## src/rtl/onehot_encoder_reg_if.sv

```systemverilog
// Handshake bundle for onehot_encoder_reg.
//   Input side : in (IN_W one-hot word), in_valid, in_ready
//   Output side: binary_out (OUT_W index), out_err, out_valid, out_ready
// The slave modport is the encoder's view; master is the view of the
// agent that feeds words in and drains indices out.
interface onehot_encoder_reg_if #(
  parameter int IN_W = 4
);
  localparam int OUT_W = (IN_W > 1) ? $clog2(IN_W) : 1;

  logic [IN_W-1:0]  in;
  logic             in_valid;
  logic             in_ready;
  logic [OUT_W-1:0] binary_out;
  logic             out_err;
  logic             out_valid;
  logic             out_ready;

  modport slave (
    input  in, in_valid, out_ready,
    output in_ready, binary_out, out_err, out_valid
  );

  modport master (
    output in, in_valid, out_ready,
    input  in_ready, binary_out, out_err, out_valid
  );
endinterface

```

## src/rtl/onehot_encoder_reg.sv

```systemverilog
// Registered one-hot to binary encoder with a one-entry skid buffer.
// An IN_W-bit word accepted on the input handshake is encoded to the index
// of its highest set bit plus an error flag (word not exactly one-hot), and
// presented on the output handshake one cycle later. The skid entry keeps
// full throughput under backpressure; in_ready depends only on registered
// occupancy and rst, never on out_ready.
//
// Parameters:
//   IN_W  - input word width, power of 2, >= 2
//   CNT_W - error counter width (only used with ONEHOT_ENC_ERR_COUNT_EN)
// Ports:
//   clk       - rising-edge clock
//   rst       - synchronous active-high reset
//   bus       - onehot_encoder_reg_if.slave (in/in_valid/in_ready,
//               binary_out/out_err/out_valid/out_ready)
//   err_count - saturating count of accepted error words; exists only when
//               ONEHOT_ENC_ERR_COUNT_EN is defined
module onehot_encoder_reg #(
  parameter int IN_W  = 4,
  parameter int CNT_W = 8
) (
  input  logic                     clk,
  input  logic                     rst,
  onehot_encoder_reg_if.slave      bus
`ifdef ONEHOT_ENC_ERR_COUNT_EN
  ,
  output logic [CNT_W-1:0]         err_count
`endif
);
  localparam int OUT_W = $clog2(IN_W);

  typedef enum logic [1:0] {
    EMPTY = 2'd0,
    ONE   = 2'd1,
    FULL  = 2'd2
  } state_t;

  // Later set bits overwrite earlier ones, so the highest set bit wins.
  function automatic logic [OUT_W-1:0] hi_index(input logic [IN_W-1:0] w);
    logic [OUT_W-1:0] idx;
    idx = '0;
    for (int i = 0; i < IN_W; i++) begin
      if (w[i]) idx = OUT_W'(i);
    end
    return idx;
  endfunction

  // Exactly one bit set: nonzero and clearing the lowest set bit leaves zero.
  function automatic logic is_onehot(input logic [IN_W-1:0] w);
    logic [IN_W-1:0] one;
    one = {{(IN_W-1){1'b0}}, 1'b1};
    return (w != '0) && ((w & (w - one)) == '0);
  endfunction

  function automatic logic [CNT_W-1:0] sat_inc(input logic [CNT_W-1:0] c);
    return (&c) ? c : c + 1'b1;
  endfunction

  state_t           state, state_nxt;
  logic             load_out, load_skid, skid_to_out;
  logic             accept, transfer;

  logic [OUT_W-1:0] enc_idx_p0;
  logic             enc_err_p0;

  logic [OUT_W-1:0] out_idx_p1;
  logic             out_err_p1;
  logic [OUT_W-1:0] skid_idx_p1;
  logic             skid_err_p1;

  // ---- stage p0: combinational encode of the presented word ----
  assign enc_idx_p0 = hi_index(bus.in);
  assign enc_err_p0 = !is_onehot(bus.in);

  assign bus.in_ready   = (state != FULL) && !rst;
  assign bus.out_valid  = (state != EMPTY);
  assign bus.binary_out = out_idx_p1;
  assign bus.out_err    = out_err_p1;

  assign accept   = bus.in_valid && bus.in_ready;
  assign transfer = bus.out_valid && bus.out_ready;

  always_ff @(posedge clk) begin
    if (rst) state <= EMPTY;
    else     state <= state_nxt;
  end

  always_comb begin
    state_nxt   = state;
    load_out    = 1'b0;
    load_skid   = 1'b0;
    skid_to_out = 1'b0;
    unique case (state)
      EMPTY: begin
        if (accept) begin
          load_out  = 1'b1;
          state_nxt = ONE;
        end
      end
      ONE: begin
        if (transfer && accept) begin
          load_out = 1'b1;
        end else if (transfer) begin
          state_nxt = EMPTY;
        end else if (accept) begin
          load_skid = 1'b1;
          state_nxt = FULL;
        end
      end
      FULL: begin
        if (transfer) begin
          skid_to_out = 1'b1;
          state_nxt   = ONE;
        end
      end
      default: state_nxt = EMPTY;
    endcase
  end

  // ---- stage p1: output register and skid entry ----
  always_ff @(posedge clk) begin
    if (rst) begin
      out_idx_p1 <= '0;
      out_err_p1 <= 1'b0;
    end else if (load_out) begin
      out_idx_p1 <= enc_idx_p0;
      out_err_p1 <= enc_err_p0;
    end else if (skid_to_out) begin
      out_idx_p1 <= skid_idx_p1;
      out_err_p1 <= skid_err_p1;
    end
  end

  // Skid contents are only meaningful in FULL, which rst leaves, so the
  // data itself needs no reset.
  always_ff @(posedge clk) begin
    if (load_skid) begin
      skid_idx_p1 <= enc_idx_p0;
      skid_err_p1 <= enc_err_p0;
    end
  end

`ifdef ONEHOT_ENC_ERR_COUNT_EN
  always_ff @(posedge clk) begin
    if (rst)                      err_count <= '0;
    else if (accept && enc_err_p0) err_count <= sat_inc(err_count);
  end
`endif

endmodule

```

## src/flat_wrapper.sv

```systemverilog
// flat-port wrapper written by rule: the top's interface ports become plain ports
module onehot_encoder_reg_flat 
#(
  parameter int IN_W  = 4,
  parameter int CNT_W = 8
)
  (clk, rst, bus_in, bus_in_valid, bus_out_ready, bus_in_ready, bus_binary_out, bus_out_err, bus_out_valid);
  onehot_encoder_reg_if #(.IN_W(IN_W)) bus_i ();
  input  logic clk;
  input  logic rst;
  input wire logic [$bits(bus_i.in)-1:0] bus_in;
  input wire logic [$bits(bus_i.in_valid)-1:0] bus_in_valid;
  input wire logic [$bits(bus_i.out_ready)-1:0] bus_out_ready;
  output wire logic [$bits(bus_i.in_ready)-1:0] bus_in_ready;
  output wire logic [$bits(bus_i.binary_out)-1:0] bus_binary_out;
  output wire logic [$bits(bus_i.out_err)-1:0] bus_out_err;
  output wire logic [$bits(bus_i.out_valid)-1:0] bus_out_valid;
  assign bus_i.in = bus_in;
  assign bus_i.in_valid = bus_in_valid;
  assign bus_i.out_ready = bus_out_ready;
  assign bus_in_ready = bus_i.in_ready;
  assign bus_binary_out = bus_i.binary_out;
  assign bus_out_err = bus_i.out_err;
  assign bus_out_valid = bus_i.out_valid;
  onehot_encoder_reg #(.IN_W(IN_W), .CNT_W(CNT_W)) u_core (.clk(clk), .rst(rst), .bus(bus_i));
endmodule
```

## config.mk

```make
export PLATFORM = sky130hd
export DESIGN_NAME = onehot_encoder_reg_flat
export DESIGN_NICKNAME = d
export VERILOG_FILES = /design/src/rtl/onehot_encoder_reg_if.sv /design/src/rtl/onehot_encoder_reg.sv /design/src/flat_wrapper.sv
export SDC_FILE = /design/constraint.sdc
export NUM_CORES = 1
export LEC_CHECK = 0
export CAP_MARGIN = 15
export CORE_MARGIN = 5
export CORE_UTILIZATION = 35
export CTS_BUF_LIST = sky130_fd_sc_hd__clkbuf_8
export DETAILED_ROUTE_END_ITERATION = 10
export PLACE_DENSITY = 0.7
export SETUP_SLACK_MARGIN = 0.1
export SKIP_CTS_REPAIR_TIMING = 1
export SYNTH_ARGS = -nofsm -noshare
export SYNTH_HDL_FRONTEND = slang
export SYNTH_SLANG_ARGS = --single-unit
```

## constraint.sdc

```tcl
create_clock -name clk -period 3.7 [get_ports clk]
set_clock_uncertainty 0.2 [all_clocks]
set_input_delay 0.37 -clock clk [delete_from_list [all_inputs] [get_ports clk]]
set_output_delay 0.37 -clock clk [all_outputs]
set_load 0.005 [all_outputs]
```

Yosys cells after proc, flatten, opt, wreduce, memory -nomap -nowiden

Index checks and enable logic that the tools add are counted.

ROM bits: 0
Memories kept: 0
Input port bits: 8
Register bits: 8
Word-level logic and storage cells: 48
Bits in writable memories: 0
Latch bits: 0

Eq/ne operators: 7
Mux-type cells: 21
Magnitude comparators: 0
Shifts and indexed selects: 0
Multiply operators: 0
Div/mod/pow operators: 0
Add/sub/neg operators: 1
Reduce and logical (&&, ||, !) cells: 13
Bitwise operators: 1

Operators by type and width:

| cell                                                  | number |
|---|---|
| 2-to-1 mux 2 bit                                      | 9 |
| 2-to-1 mux 1 bit                                      | 10 |
| case mux 2 bit (3 select lines)                       | 1 |
| logical AND 1 bit                                     | 5 |
| bitwise AND 4 bit                                     | 1 |
| logical NOT 4 bit                                     | 1 |
| inequality test 2 x 1 -> 1 bit, second input constant | 2 |
| inequality test 2 bit, second input constant          | 2 |
| AND reduction 4 bit                                   | 1 |
| nonzero test 2 bit                                    | 2 |
| nonzero test 4 bit                                    | 1 |
| subtractor 4 x 1 -> 4 bit, second input constant      | 1 |
| inequality test 3 x 1 -> 1 bit, second input constant | 1 |
| equality test 2 x 1 -> 1 bit, second input constant   | 1 |
| equality test 2 bit, second input constant            | 1 |
| logical NOT 1 bit                                     | 2 |
| logical NOT 2 bit                                     | 1 |
| case mux 1 bit (2 select lines)                       | 1 |

Depth between registers and ports, before layout

Gate-level depths: netlist (run 1).

Depth after elaboration: 7
Gate-level depth with buffers: 4
Mapped depth without buffers: 3

Least setup slack after synthesis (run 1)

Ideal clock, no wire load.

Kind: input to register
Start: in bus_out_ready
End: reg u_core.skid_err_p1, enable pin
Path buffers: 1
Data required time: 3.155 ns
Arrival time: 0.980 ns
Stages: 3
Setup time: 0.345 ns
Slack: 2.175 ns
Cells stage by stage: buf_2 > nand2b_4 > nor3_1

Longest elaborated chain between the ends: 4
Elaborated cells on any way between the ends: 5
Classes of those cells: mux: 3; reduce/logical: 2

RTL lines:

| item                                                  | line                                                 | source |
|---|---|---|
| from (decl)                                           | flat_wrapper.sv:13                                   | `input wire logic [$bits(bus_i.out_ready)-1:0] bus_out_ready;` |
| logical AND 1 bit *                                   | onehot_encoder_reg.sv:81                             | `assign transfer = bus.out_valid && bus.out_ready;` |
| 2-to-1 mux 1 bit or logical AND 1 bit (tied branches) | onehot_encoder_reg.sv:103, onehot_encoder_reg.sv:101 |  |
| 2-to-1 mux 1 bit *                                    | onehot_encoder_reg.sv:101                            | `if (transfer && accept) begin` |
| 2-to-1 mux 1 bit *                                    | onehot_encoder_reg.sv:93                             | `unique case (state)` |
| net u_core.load_skid                                  | onehot_encoder_reg.sv:60                             | `logic load_out, load_skid, skid_to_out;` |
| to (signal assigned)                                  | onehot_encoder_reg.sv:139                            | `skid_err_p1 <= enc_err_p0;` |
| to (decl)                                             | onehot_encoder_reg.sv:69                             | `logic skid_err_p1;` |

The timed path passes the listed nets; every way through them passes the cells marked *.
A chain may end at the register's enable or synchronous reset.

Worst setup path in the final report (run 1)

Start: in rst
End: out bus_in_ready

Longest elaborated chain between the ends: 2

RTL lines:

| item              | line                     | source |
|---|---|---|
| from (decl)       | flat_wrapper.sv:10       | `input logic rst;` |
| logical NOT 1 bit | onehot_encoder_reg.sv:75 | `assign bus.in_ready = (state != FULL) && !rst;` |
| logical AND 1 bit | onehot_encoder_reg.sv:75 |  |
| to (decl)         | flat_wrapper.sv:14       | `output wire logic [$bits(bus_i.in_ready)-1:0] bus_in_ready;` |

Every way passes these cells.

==> results.py, run 1 <==
metrics = {
    "floorplan": {
        "die_h_um": 46.4,
        "fp.dieArea_sq_um": 2150,
        "ioPinCount": 13,
        "rows": 13,
        "die_width_um": 46.4,
        "core_area_sq_um": 1270,
        "initial_utilization_pct": 36.5,
    },
    "yosys": {
        "synth_top_area_share_pct": 21.6,
        "yosysUniqueCellTypes": 28,
        "syn_area_per_cell_sq_um": 9.85,
        "syn_inst": 47,
        "syn_nets": 55,
        "synth.largest_area_cell": "dfxtp_1",
        "synthTopCellsByArea": "dfxtp_1, edfxtp_1, a21oi_1",
        "ys_seq_area_share_pct": 41.1,
        "syn-cell-area_sq_um": 463,
        "ys_warn_count": 0,
        "synth_seq_cells": 8,
    },
    "sta": {
        "post-route-period-util_pct": 59.1,
        "relSlewSlack_pct": 70.7,
        "rsz0062_at_grt": "no",
        "setup_violations": 0,
        "setup_slack_ns": 1.51,
        "drv_slew": 0,
        "finalSetupTns_ns": 0,
        "fin_crit_ns": 2.19,
        "fmax_mhz": 458,
        "worstMarginPinSlew_ns": 0.436,
        "hold_viol": 0,
    },
    "layout": {
        "layout_common_cells": "clkdlybuf4s50_1, inv_1, dfxtp_1",
        "final_common_cell": "clkdlybuf4s50_1",
        "layout.nets": 71,
        "antenna-diode-count": 0,
        "drive_gt1_share_pct": 16.1,
        "syn_to_final_growth_pct": 38.6,
    },
    "setup_path": {
        "cp_slowest_stage_delay_ns": 0.58,
        "cp-end-kind": "output pin",
        "slowest_stage": "clkdlybuf4s50_1",
        "crit_top_cell": "clkdlybuf4s50_1",
        "cp_cell_sequence": "clkdlybuf4s50_1 -> nor2_1 -> clkdlybuf4s50_1",
        "cp_max_fo": 8,
        "worstSetupPathType": "input port to output pin",
        "start_kind": "input port",
        "arrival_ns": 1.62,
        "cp.required_ns": 3.13,
    },
    "pwr": {
        "power_uw": 250,
        "leakagePower_nw": 0.241,
        "power.switching_uw": 55.2,
        "power_switching_share_pct": 22.1,
        "intPower_uw": 195,
        "vdd_drop_max_mv": 0.245,
        "pwr-share-seq_pct": 40.5,
        "pwr-share-clk_pct": 41.9,
        "comb_power_share_pct": 17.7,
        "powerDensity_nw_per_um2": 389,
    },
    "drt": {
        "first_iter_violations": 10,
        "vias": 412,
        "drt_pass1_iterations": 4,
        "wire_per_inst_um": 12.7,
        "drc_errors": 0,
        "wirelength_um": 976,
        "viasPerCell": 5.35,
        "ant_nets": 0,
    },
    "run_status": {
        "status": "complete, no violations",
    },
    "clock_network": {
        "htreeDepth": 1,
        "clkTransAtPathRegs_ns": 0.04,
        "cts_tree": "done",
        "ctsLongestPathBuffers": 2,
        "clk_latency_ns": 0.23,
        "ctsRootBufferMaster": "clkbuf_8",
        "cts.sinks": 8,
        "cts-buffers-inserted": 3,
    },
    "global_route": {
        "antenna_found_initial": 0,
        "grt_first_pass_wirelength_um": 1520,
        "grt-ovfl-total": 0,
        "grt_pass1_vias": 373,
        "track_usage_pct": 10.5,
        "grt_max_degree": 10,
    },
    "placed_design": {
        "pre_cts_slack_ns": 1.51,
        "port_buffers": 12,
        "gp_congestion": 0.730,
        "dp_hpwl_um": 754,
    },
    "hold_path": {
        "hold_path_class": "register to register",
    },
    "run": {
        "maxCapViolCount": 0,
    },
}
worst max-delay path, delay by kind of cell:
family | cells | cell delay (ns)
simple gates | 1 | 0.16
buf+inv | 2 | 1.08
through the flow:
| step | instance area [sq um] | hold slack, ns | std cells | util (%) |
|---|---|---|---|---|
| detailed placement | 597 | 0.387 | 73 | 47.0 |
| global route | 642 | 0.408 | 77 | 50.6 |
| floorplan | 463 | 0.239 | 47 | - |
| finish | 642 | 0.381 | 77 | 50.6 |
| global placement | 597 | 0.374 | 73 | 47.0 |
| CTS | 642 | 0.390 | 77 | 50.6 |
synthesized netlist by cell type:
master and count:
dfxtp_1 5, a21oi_1 4, inv_1 4, nor2_1 4, edfxtp_1 3, a221oi_1 2, nand2_1 2, nor3_1 2
nor4b_1 2, a2111oi_2 1, a211o_1 1, a211oi_1 1, a221oi_2 1, a22oi_1 1, and2_1 1, and2b_1 1
and4b_1 1, buf_2 1, nand2b_1 1, nand2b_4 1, nand3_1 1, nand3b_1 1, nor2b_2 1, nor3b_2 1
o21ba_2 1, or2_2 1, or3b_1 1, xor2_1 1
kinds of logic (layout without fill, tap and decap cells):
logic type      after synthesis  count (layout)  synth area share, %
compound gates               12              12                 21.9
xor+xnor                      1               1                 1.89
buf+inv                       5              20                 4.32
flops                         8               8                 41.1
simple gates                 21              21                 30.8
registers in the layout, summed over array words and instances, names as in the netlist:
| register | cells |
|---|---|
| u_core.skid_idx_p1 | 2 |
| u_core.skid_err_p1 | 1 |
| u_core.state | 2 |
| u_core.bus.binary_out | 2 |
| u_core.bus.out_err | 1 |
final cells by class:
type	count	area (sq um)
multi-input cells	34	253
clock inverters	1	3.75
inverters	4	15.0
clock buffers	3	41.3
fillers	124	627
flip-flops and latches	8	190
well taps	15	18.8
repair buffers	12	120
layer usage:
layer  vias up  track usage (%)  wire length, um
met3         2             4.69               87
met5         -                0                0
li1        204                -                -
met4         0             5.11               14
met1       192             10.8              402
met2        14             17.9              470
path summary, 6_finish.rpt:
path,from,to,slack (ns),cells after the start
max,rst,bus_in_ready,1.51,3
min,u_core.skid_idx_p1[0],u_core.bus.binary_out[0],0.38,2
max reg2reg,u_core.state[0],u_core.skid_idx_p1[0],2.16,2
min reg2reg,u_core.skid_idx_p1[0],u_core.bus.binary_out[0],0.38,2
power by group through the flow:
stage	clock [mW]	combinational [mW]	sequential (mW)
finish	0.105	0.0441	0.101
detailed placement	0	0.0444	0.103
global placement	0	0.0446	0.103
global route	0.115	0.0481	0.102
CTS	0.107	0.0447	0.101
floorplan	0	0.0221	0.102
Note: power is estimated with default switching activity, not from simulation.
==> run 2, diff against run 1 <==
--- a/config.mk
+++ b/config.mk
@@ -10,7 +10,7 @@
 export CORE_UTILIZATION = 35
 export CTS_BUF_LIST = sky130_fd_sc_hd__clkbuf_8
 export DETAILED_ROUTE_END_ITERATION = 10
-export PLACE_DENSITY = 0.7
+export PLACE_DENSITY = 0.72
 export SETUP_SLACK_MARGIN = 0.1
 export SKIP_CTS_REPAIR_TIMING = 1
 export SYNTH_ARGS = -nofsm -noshare
==> constraint.sdc (replaced) <==
create_clock -name clk -period 1.75 [get_ports clk]
set_clock_uncertainty 0.2 [all_clocks]
set_input_delay 0.175 -clock clk [delete_from_list [all_inputs] [get_ports clk]]
set_output_delay 0.175 -clock clk [all_outputs]
set_load 0.005 [all_outputs]
==> run 2 against run 1 <==
  * Utilization up 3.7 points
  * Worst hold slack better by 0.0021 ns
  * Non-clock buffer count up 5
  * Design area up 7.4%
  * Power up 120%
  * Cell count up 6.5%
  * Combinational power up 130%
  * Global-route usage up 1.6 points
  * Worst setup slack worse by 1.3 ns
  * Clock power up 120%
  * Sequential share of layout area down 1.3 points
  * Sequential power up 110%
  * Largest cell class unchanged
  * Highest routed layer unchanged
==> results.py, run 2 (same netlist as run 1, synthesis figures left out) <==
metrics = {
    "global_route": {
        "antenna_found_initial": 0,
        "grt_first_pass_wirelength_um": 1730,
        "track_usage_pct": 12.1,
        "grt_pass1_vias": 419,
        "grt-ovfl-total": 0,
        "grt_max_degree": 10,
    },
    "floorplan": {
        "fp.dieArea_sq_um": 2150,
        "core_area_sq_um": 1270,
        "die_width_um": 46.4,
        "initial_utilization_pct": 36.5,
        "rows": 13,
        "ioPinCount": 13,
        "die_h_um": 46.4,
    },
    "setup_path": {
        "cp.required_ns": 1.67,
        "path_delay_family": "buffers and inverters",
        "cp_slowest_stage_delay_ns": 0.47,
        "cp-end-kind": "register",
        "worstSetupPathType": "input port to register",
        "cp_cell_sequence": "clkdlybuf4s50_1 -> nor3b_2 -> a22oi_1 -> a221oi_1",
        "slowest_stage": "clkdlybuf4s50_1",
        "crit_buf_inv": 1,
        "cp_max_fo": 4,
        "arrival_ns": 1.45,
        "start_kind": "input port",
    },
    "layout": {
        "drive_gt1_share_pct": 25.4,
        "final_core_util_pct": 54.3,
        "antenna-diode-count": 0,
        "layout.nets": 76,
        "syn_to_final_growth_pct": 48.9,
        "final_common_cell": "clkdlybuf4s50_1",
        "layout_common_cells": "clkdlybuf4s50_1, inv_1, buf_4",
        "instances_no_fill": 82,
    },
    "sta": {
        "hold_viol": 0,
        "worstMarginPinSlew_ns": 0.320,
        "fmax_mhz": 655,
        "rsz0062_at_grt": "no",
        "relSlewSlack_pct": 78.6,
        "setup_violations": 0,
        "post-route-period-util_pct": 87.2,
        "drv_slew": 0,
        "fin_crit_ns": 1.53,
    },
    "pwr": {
        "power.switching_uw": 125,
        "leakagePower_nw": 0.289,
        "comb_power_share_pct": 18.5,
        "powerDensity_nw_per_um2": 785,
        "pwr-share-seq_pct": 39.4,
        "vdd_drop_max_mv": 0.463,
        "power_switching_share_pct": 23.1,
        "pwr-share-clk_pct": 42.1,
        "intPower_uw": 416,
    },
    "drt": {
        "wirelength_um": 1070,
        "wire_per_inst_um": 13.0,
        "viasPerCell": 5.33,
        "ant_nets": 0,
        "drt_pass1_iterations": 2,
        "drc_errors": 0,
        "first_iter_violations": 3,
        "vias": 437,
    },
    "run_status": {
        "status": "complete, no violations",
    },
    "clock_network": {
        "clkTransAtPathRegs_ns": 0.04,
        "htreeDepth": 1,
        "cts-buffers-inserted": 3,
        "ctsRootBufferMaster": "clkbuf_8",
        "ctsLongestPathBuffers": 2,
        "cts.sinks": 8,
        "cts_tree": "done",
        "clk_latency_ns": 0.23,
    },
    "placed_design": {
        "port_buffers": 12,
        "dp.cells": 78,
        "gp_congestion": 0.777,
        "dp_hpwl_um": 791,
    },
    "run": {
        "maxCapViolCount": 0,
    },
    "hold_path": {
        "hold_path_class": "register to register",
    },
}
==> run 2: worst min-delay path: cells and delay by family (launching register included) <==
family	cells	cell delay, ns
simple gates	1	0.08
compound gates	1	0.08
flops	1	0.37
==> run 2: area by class of cell <==
type	count	area (sq um)
fill	120	579
multi-input combinational	34	253
sequential	8	195
timing repair buffer	17	163
clock buffer	3	41.3
tap	15	18.8
inverter	4	15.0
clock inverter	1	3.75
==> run 2: worst paths after layout <==
path                                       startpoint                  endpoint  slack [ns]  cells past startpoint
worst min-delay path            u_core.skid_idx_p1[0]  u_core.bus.binary_out[0]        0.38                      2
worst min register to register  u_core.skid_idx_p1[0]  u_core.bus.binary_out[0]        0.38                      2
worst max-delay path                              rst  u_core.bus.binary_out[0]        0.22                      4
worst max register to register        u_core.state[1]  u_core.bus.binary_out[0]        0.29                      3
==> run 2: routing by layer <==
metal / track usage, % / vias up / part of all wire [%]
met5: 0 / - / 0
met1: 13.1 / 201 / 44
met2: 19.0 / 13 / 45
li1: - / 219 / -
met4: 8.52 / 0 / 2.8
met3: 4.69 / 4 / 7.9
==> run 2: metrics by stage <==
stage	area, sq um	setup WS (ns)	power [mW]	hold WS (ns)	TNS (ns)
6_report	689	0.224	0.541	0.383	0
5_1_grt	689	0.134	0.566	0.422	0
4_1_cts	679	-0.0478	0.552	0.394	-0.0576
3_5_place_dp	634	-0.0256	0.318	0.380	-0.0362
3_3_place_gp	634	0.00886	0.317	0.361	0
2_1_floorplan	463	0.375	0.262	0.0439	0
==> run 2: power by group through the flow <==
stage / sequential [mW] / clock [mW] / combinational (mW)
global placement: 0.217 / 0 / 0.0996
floorplan: 0.215 / 0 / 0.0467
global route: 0.214 / 0.242 / 0.110
detailed placement: 0.217 / 0 / 0.102
finish: 0.213 / 0.228 / 0.100
CTS: 0.214 / 0.237 / 0.102
==> run 3, diff against run 2 <==
--- a/config.mk
+++ b/config.mk
@@ -6,7 +6,6 @@
 export NUM_CORES = 1
 export LEC_CHECK = 0
 export CAP_MARGIN = 15
-export CORE_MARGIN = 5
 export CORE_UTILIZATION = 35
 export CTS_BUF_LIST = sky130_fd_sc_hd__clkbuf_8
 export DETAILED_ROUTE_END_ITERATION = 10
==> run 3 against run 2 <==
  * Sequential share of layout area is 0.51 points lower
  * Non-clock buffer count is 1 higher
  * Clock power hardly changed
  * Via count is 0.69% lower
  * Largest power group unchanged
  * Utilization is 4.8 points higher
  * Critical endpoint is now u_core.bus.out_err
  * Highest routed layer unchanged
==> results.py, run 3 (same netlist as run 1, synthesis figures left out) <==
metrics = {
    "run_status": {
        "status": "complete, no violations",
    },
    "setup_path": {
        "cp-end-kind": "register",
        "cp.required_ns": 1.67,
        "r2r_start": "u_core.state[1]",
        "start_kind": "input port",
        "worstSetupPathType": "input port to register",
        "arrival_ns": 1.45,
        "cp_max_fo": 5,
        "reg2reg_setup_slack_ns": 0.31,
        "r2r_end": "u_core.bus.binary_out[0]",
        "worstRegToRegCells": 3,
    },
    "floorplan": {
        "die_h_um": 38.4,
        "rows": 12,
        "initial_utilization_pct": 39.5,
        "ioPinCount": 13,
        "fp.dieArea_sq_um": 1470,
        "die_width_um": 38.4,
        "core_area_sq_um": 1170,
    },
    "layout": {
        "seq_area_sq_um": 193,
        "drive_gt1_share_pct": 26.5,
        "antenna-diode-count": 0,
        "multi_input_area_sq_um": 253,
        "final_core_util_pct": 59.2,
        "layout.nets": 77,
        "n_fill_cell": 105,
        "layout_common_cells": "clkdlybuf4s50_1, buf_4, inv_1",
        "final_cell_area_sq_um": 693,
        "final_common_cell": "clkdlybuf4s50_1",
        "syn_to_final_growth_pct": 49.7,
    },
    "drt": {
        "wl_met1_um": 518,
        "wirelength_um": 1080,
        "vias": 434,
        "first_iter_violations": 21,
        "wire_per_inst_um": 13.2,
        "ant_nets": 0,
        "routed.top_layer": "met4",
        "met3_length_um": 72,
        "viasPerCell": 5.29,
        "drc_errors": 0,
        "drt_pass1_iterations": 4,
        "routed-wl-met2_um": 466,
    },
    "global_route": {
        "antenna_found_initial": 0,
        "track_usage_pct": 15.8,
        "grt_pass1_vias": 361,
        "grt_max_degree": 10,
        "grt_first_pass_wirelength_um": 1560,
        "grt-ovfl-total": 0,
    },
    "hold_path": {
        "holdCritStartpoint": "u_core.skid_idx_p1[0]",
        "hold_path_class": "register to register",
        "hold_path_end": "u_core.bus.binary_out[0]",
        "holdPathStages": 2,
    },
    "placed_design": {
        "place_area_sq_um": 641,
        "dp_hpwl_um": 784,
        "gp_congestion": 0.760,
        "port_buffers": 12,
        "pre_cts_slack_ns": -0.00237,
    },
    "run": {
        "maxCapViolCount": 0,
    },
    "clock_network": {
        "clk_latency_ns": 0.23,
        "clkTransAtPathRegs_ns": 0.05,
        "cts-buffers-inserted": 3,
        "cts_tree": "done",
        "ctsLongestPathBuffers": 2,
        "cts.sinks": 8,
        "ctsRootBufferMaster": "clkbuf_8",
        "htreeDepth": 1,
    },
    "sta": {
        "drv_slew": 0,
        "setup_slack_ns": 0.229,
        "rsz0062_at_grt": "no",
        "fmax_mhz": 657,
        "post-route-period-util_pct": 86.9,
        "finalHoldWorstSlack_ns": 0.364,
        "hold_viol": 0,
        "relSlewSlack_pct": 76.6,
        "fin_crit_ns": 1.52,
        "setup_violations": 0,
        "worstMarginPinSlew_ns": 0.346,
    },
    "pwr": {
        "power_uw": 547,
        "power.switching_uw": 128,
        "pwr-share-clk_pct": 42.0,
        "comb_power_share_pct": 18.7,
        "powerDensity_nw_per_um2": 789,
        "power_switching_share_pct": 23.4,
        "pwr-share-seq_pct": 39.3,
        "vdd_drop_max_mv": 0.704,
        "intPower_uw": 419,
        "leakagePower_nw": 0.294,
    },
}
run 3: final cells by class:
| cell class | count | share of cell area (%) |
|---|---|---|
| timing repair buffer | 18 | 24.5 |
| multi-input combinational | 34 | 36.5 |
| clock buffer | 3 | 5.96 |
| inverter | 4 | 2.17 |
| clock inverter | 1 | 0.542 |
| sequential | 8 | 27.8 |
| tap | 14 | 2.53 |
run 3: worst max-delay path by stage:
stage                    start  depth (start not counted)  slack [ns]                 end
3_5_place_dp         bus_in[3]                          4      -0.002  u_core.bus.out_err
4_1_cts        u_core.state[0]                          3       -0.02        bus_in_ready
2_1_floorplan  u_core.state[0]                          2        0.37  u_core.skid_err_p1
5_1_grt                    rst                          4        0.14  u_core.bus.out_err
6_report             bus_in[3]                          4        0.23  u_core.bus.out_err
3_3_place_gp         bus_in[3]                          4        0.05  u_core.bus.out_err
run 3: critical path, stage by stage:
cell and delay, ns:
clkdlybuf4s50_1 0.49, xor2_1 0.19, a211o_1 0.30, a2111oi_2 0.29
run 3: metrics by stage:
| step | setup TNS, ns | cells |
|---|---|---|
| after floorplan | 0 | 47 |
| after global placement | 0 | 78 |
| after detailed placement | -0.00237 | 78 |
| after CTS | -0.0235 | 82 |
| after global routing | 0 | 82 |
| final | 0 | 82 |
run 3: routing by layer:
layer | GRT usage, % | up-vias
li1 | - | 218
met2 | 22.5 | 20
met3 | 3.49 | 2
met5 | 0 | -
met1 | 22.3 | 194
met4 | 7.76 | 0
run 3: power by group through the flow:
stage	Clock, mW	Sequential [mW]	Combinational (mW)
floorplan	0	0.215	0.0467
global placement	0	0.217	0.101
detailed placement	0	0.217	0.103
CTS	0.234	0.213	0.103
global route	0.243	0.215	0.111
finish	0.230	0.215	0.102
